**config.mk**
```make
export PLATFORM = sky130hd
export DESIGN_NAME = multi_timer
export DESIGN_NICKNAME = d
export VERILOG_FILES = /design/src/rtl/multi_timer.sv
export SDC_FILE = /design/constraint.sdc
export NUM_CORES = 1
export LEC_CHECK = 0
export CAP_MARGIN = 20
export CORE_UTILIZATION = 40
export CTS_BUF_LIST = sky130_fd_sc_hd__clkbuf_4 sky130_fd_sc_hd__clkbuf_8
export DETAILED_ROUTE_END_ITERATION = 8
export DONT_BUFFER_PORTS = 1
export HOLD_SLACK_MARGIN = 0.02
export PLACE_DENSITY_LB_ADDON = 0.15
export SYNTH_ARGS = -nofsm -noshare
export SYNTH_HDL_FRONTEND = slang
export SYNTH_SLANG_ARGS = --single-unit
```
**constraint.sdc**
```tcl
create_clock -name clk -period 3.3 [get_ports clk]
set_input_delay 0.165 -clock clk [delete_from_list [all_inputs] [get_ports clk]]
set_output_delay 0.165 -clock clk [all_outputs]
set_load 0.05 [all_outputs]
```
**src/rtl/multi_timer.sv**
```systemverilog
`default_nettype none
// ============================================================================
//  Module   : multi_timer
//  Brief    : NCH independent loadable down-stream timers sharing a single
//             time-unit enable. Each channel counts up from zero on en_i ticks
//             and pulses done_o when its count equals its captured target.
//             Optional auto-reload (periodic) mode per channel.
//  Options  : MULTI_TIMER_PERIODIC_EN - when defined, each channel carries a
//             mode register sampled from periodic_i at start; when undefined,
//             periodic_i is ignored and every channel is one-shot.
//  Revision : 1.0 - initial multi-channel release
// ============================================================================
module multi_timer #(
  parameter int DW  = 16,
  parameter int NCH = 4
) (
  input  logic              clk,
  input  logic              rst,
  input  logic              en_i,
  input  logic [NCH-1:0]    start_i,
  input  logic [NCH-1:0]    clr_i,
  input  logic [NCH-1:0]    periodic_i,
  input  logic [NCH*DW-1:0] target_i,
  output logic [NCH-1:0]    done_o,
  output logic [NCH-1:0]    active_o,
  output logic [NCH*DW-1:0] count_o,
  output logic              any_done_o
);

  typedef enum logic [0:0] {
    ST_IDLE   = 1'b0,
    ST_ACTIVE = 1'b1
  } state_e;

`ifndef MULTI_TIMER_PERIODIC_EN
  // Without auto-reload support the mode input has no consumer.
  logic w_unused_periodic;
  assign w_unused_periodic = ^periodic_i;
`endif

  generate
    for (genvar c = 0; c < NCH; c++) begin : g_ch
      state_e        state_q;
      logic [DW-1:0] count_q;
      logic [DW-1:0] target_q;
      logic          w_reached;
      logic          w_mode;

      // Expiry is purely a function of the registered state, so done_o is
      // visible in the same cycle the count lands on the target.
      assign w_reached = (state_q == ST_ACTIVE) && (count_q == target_q);

`ifdef MULTI_TIMER_PERIODIC_EN
      logic mode_q;

      // Mode is latched only on a start that is not overridden by a clear.
      always_ff @(posedge clk) begin
        if (rst) begin
          mode_q <= 1'b0;
        end else if (!clr_i[c] && start_i[c]) begin
          mode_q <= periodic_i[c];
        end
      end

      assign w_mode = mode_q;
`else
      assign w_mode = 1'b0;
`endif

      // Channel FSM: clear beats start beats expiry beats tick.
      always_ff @(posedge clk) begin
        if (rst) begin
          state_q  <= ST_IDLE;
          count_q  <= '0;
          target_q <= '0;
        end else if (clr_i[c]) begin
          // Abort keeps count and target visible for post-mortem reads.
          state_q <= ST_IDLE;
        end else if (start_i[c]) begin
          state_q  <= ST_ACTIVE;
          count_q  <= '0;
          target_q <= target_i[c*DW +: DW];
        end else if (w_reached) begin
          if (w_mode) begin
            // Reload consumes this cycle; a coincident tick is dropped,
            // which makes the period T+1 cycles under a continuous enable.
            count_q <= '0;
          end else begin
            state_q <= ST_IDLE;
          end
        end else if ((state_q == ST_ACTIVE) && en_i) begin
          count_q <= count_q + DW'(1);
        end
      end

      assign done_o[c]              = w_reached;
      assign active_o[c]            = (state_q == ST_ACTIVE);
      assign count_o[c*DW +: DW]    = count_q;
    end
  endgenerate

  assign any_done_o = |done_o;

endmodule
`default_nettype wire

```
==> flow_summary.yaml <==
layout:
  final_nets: 1028
  post_route_cells_drive_above_1_share_pct: 10.75
  fillerInstances: 1586
  areaGrowthSynthToFinish_pct: 26.22
global_route:
  number_of_global_route_vias_before_repair: 6107
  grt_usage_pct: 23.39
  grt_pass1_wl_mm: 30.53
  number_of_antenna_violations_at_the_first_check_in_global_routing: 1
  grt_start_max_net_pins: 77
  global_route_total_overflow: 0
synth:
  synth.top_cell.area_share_pct: 40.16
  ys_seq_elements: 132
  postSynth.asyncResetShare_pct: 0
  prevailing_post_synth_register_cell: "sky130_fd_sc_hd__dfxtp_1"
  postSynthAreaPerCell_um2: 7.787
  ys_seq_area_share_pct: 40.16
  synth_common_cells: "sky130_fd_sc_hd__nand2_1, sky130_fd_sc_hd__dfxtp_1, sky130_fd_sc_hd__a21oi_1"
  cell_with_the_most_instances_after_synthesis: "sky130_fd_sc_hd__nand2_1"
  synthesis.area_um2: 6580
  synthesis.yosys.warnings: 0
  number_of_instances_in_the_synthesized_netlist: 845
  edff_count_synth: 0
  synthDominantAreaCellType: "sky130_fd_sc_hd__dfxtp_1"
  synth.top_cells.by_area: "sky130_fd_sc_hd__dfxtp_1, sky130_fd_sc_hd__nand2_1, sky130_fd_sc_hd__a21oi_1"
  synth_cell_types: 54
  number_of_nets_produced_by_synthesis: 928
floorplanning:
  rows: 46
  io_pins: 152
  initial_utilization_pct: 41.12
  die_area_um2: 16970
  dieWidth_um: 130.3
  die_height_um: 130.3
  floorplan.core_area_um2: 16000
detailed_routing:
  routed-wl-met3_mm: 1.242
  route.detailed.wl_per_inst_um: 16.56
  detailedRoute.firstIterationViolations: 402
  detailroute.via_count: 6548
  met2RoutedLength_mm: 9.402
  drt-pass1-iter-count: 5
  detail_route.wirelength.met1_mm: 8.412
  ant_nets: 0
  drt-vias-per-instance: 5.573
  topRoutingLayerUsed: "met4"
  drc_errors: 0
  drt-total-wl_mm: 19.46
timing:
  worst_slew_margin_rel_pct: 29.83
  fin_tns_setup_ps: 0
  clock_tree_skew_after_final_layout_ps: 13.79
  timing.final.crit_share_pct: 93.02
  layout_setup_ws_ps: 230.4
  final.min_clock_period_ps: 3070
  achievable-frequency_ghz: 0.3258
  setup_viol: 0
  final-hold-violation-count: 0
  worstMarginPinSlew_ps: 1050
  timing_max_transition_violations_final: 0
  grt_setup_unrepaired: "no"
clock_tree:
  h-tree-depth: 4
  clkLatencyLatePin_ps: 440
  clk_pin_slew_ps: 70
  cts_tree: "built"
  ctsRootBufferMaster: "sky130_fd_sc_hd__clkbuf_8"
  max-clock-path-buffers: 2
  numClockSinks: 132
  clock_buffers_created_by_tritoncts: 17
run_status:
  status: "finished, final reports clean"
worst_setup_path:
  critPathArrivalTime_ps: 2900
  timing.critical_path.max_delay_family: "simple AND/OR/NAND/NOR gates"
  timing.setup.critical_path_class: "reg2out"
  cp_num_cells: 6
  crit_path_top_delay_cell: "sky130_fd_sc_hd__dfxtp_1"
  worstSetupEndpointType: "output port"
  reg2regPathDepth: 7
  critical_path_buf_inv_count: 1
  worstPathRequired_ps: 3130
  crit_path_start_kind: "flip-flop"
  critPathMaxFanout: 9
  cp_slowest_stage_delay_ps: 760
  crit_chain: "xnor2_1 -> nand4_1 -> nor4_2 -> and2_1 -> or4_1 -> buf_12"
power_and_ir_drop:
  irDropWorstVdd_v: 0.0002133
  cellPowerDensity_nw_per_um2: 425.9
  p_leak_nw: 3.331
flow_run:
  cap_viol_max_count: 0
placement:
  gp_congestion: 0.8697
  placement.setup.worst_slack_ps: 699.5
  dp_hpwl_mm: 13.07
  port-buffer-count: 0
hold_path:
  worst_hold_stages: 2
  min_path_type: "in2reg"
[cells by family (layout without fill, tap and decap cells)]
logic type / after synthesis / after routing / synth area share [%]
simple gates: 389 / 389 / 28.67
compound gates: 185 / 185 / 16.92
flops: 132 / 132 / 40.16
buf+inv: 68 / 181 / 4.506
xor+xnor: 65 / 65 / 8.652
fa+ha+maj: 4 / 4 / 0.7606
mux: 2 / 2 / 0.3232
other cells: 0 / 1 / 0
[cell type report]
| type | instances | area [µm²] | area share (%) |
|---|---|---|---|
| diodes | 1 | 2.502 | 0.03013 |
| clock buffers | 24 | 311.5 | 3.751 |
| clock inverters | 8 | 122.6 | 1.476 |
| inverters | 9 | 33.78 | 0.4067 |
| multi-input cells | 645 | 3641 | 43.84 |
| flip-flops and latches | 132 | 2643 | 31.82 |
| well taps | 216 | 270.3 | 3.254 |
| repair buffers | 140 | 1281 | 15.43 |
[cells in the final DEF, fill, tap and decap left out, types with 7 or more instances in the layout]
| cell type | count |
|---|---|
| sky130_fd_sc_hd__nor3_1 | 11 |
| sky130_fd_sc_hd__inv_1 | 9 |
| sky130_fd_sc_hd__nand3_1 | 41 |
| sky130_fd_sc_hd__a21o_1 | 8 |
| sky130_fd_sc_hd__nor2_1 | 34 |
| sky130_fd_sc_hd__nand2_1 | 181 |
| sky130_fd_sc_hd__nor4_1 | 15 |
| sky130_fd_sc_hd__dfxtp_1 | 132 |
| sky130_fd_sc_hd__dlygate4sd3_1 | 79 |
| sky130_fd_sc_hd__nand2b_1 | 7 |
| sky130_fd_sc_hd__a31oi_1 | 11 |
| sky130_fd_sc_hd__o31ai_1 | 10 |
| sky130_fd_sc_hd__nor2b_1 | 9 |
| sky130_fd_sc_hd__xor2_1 | 32 |
| sky130_fd_sc_hd__and3_1 | 27 |
| sky130_fd_sc_hd__o211ai_1 | 14 |
| sky130_fd_sc_hd__clkbuf_8 | 21 |
| sky130_fd_sc_hd__o21ai_0 | 33 |
| sky130_fd_sc_hd__or4_1 | 17 |
| sky130_fd_sc_hd__and2_1 | 7 |
| sky130_fd_sc_hd__a21oi_1 | 80 |
| sky130_fd_sc_hd__nand4_1 | 20 |
| sky130_fd_sc_hd__xnor2_1 | 33 |
| sky130_fd_sc_hd__buf_4 | 59 |
[final timing paths]
check / from / end / slack (ps)
worst min-delay path: clr_i[2] / g_ch[2].count_q[12] / 60
worst max register to register: g_ch[1].count_q[15] / g_ch[1].count_q[1] / 430
worst max-delay path: g_ch[3].count_q[7] / any_done_o / 230
worst min register to register: g_ch[1].target_q[3] / g_ch[1].target_q[3] / 470
[what timing repair did]
item	CTS	global route
buffers inserted	0	0
hold buffers	78	2
endpoints found under the hold margin	85	3
resized for setup	0	0
[per-stage QoR]
step	hold slack [ps]	instance area [µm²]	std cells	power (W)	utilization, %
CTS	27.06	8275	1171	0.003569	51.72
detailed placement	243.2	7043	1061	0.001992	44.02
floorplan	237.8	6580	845	0.001943	-
global route	38.46	8305	1175	0.003681	51.91
global placement	238.6	7043	1061	0.001987	44.02
finish	64.27	8305	1175	0.003537	51.91
[layer usage]
layer / vias to the layer above / GRT usage, %
li1: 3177 / -
met1: 3100 / 28.66
met2: 230 / 38.64
met3: 41 / 5.658
met4: 0 / 10.81
met5: - / 0
[flip-flops by register name (all words and copies together), names as in the netlist]
signal         cells
g_ch.count_q      64
g_ch.state_q       4
g_ch.target_q     64
[where the power goes]
part           internal [W]  switching (W)  total, W
clock              0.000851       0.000629   0.00148
sequential          0.00163      0.0000456   0.00168
combinational      0.000164       0.000213  0.000377
total               0.00265       0.000887   0.00354
Note: power is estimated with default switching activity, not from simulation.
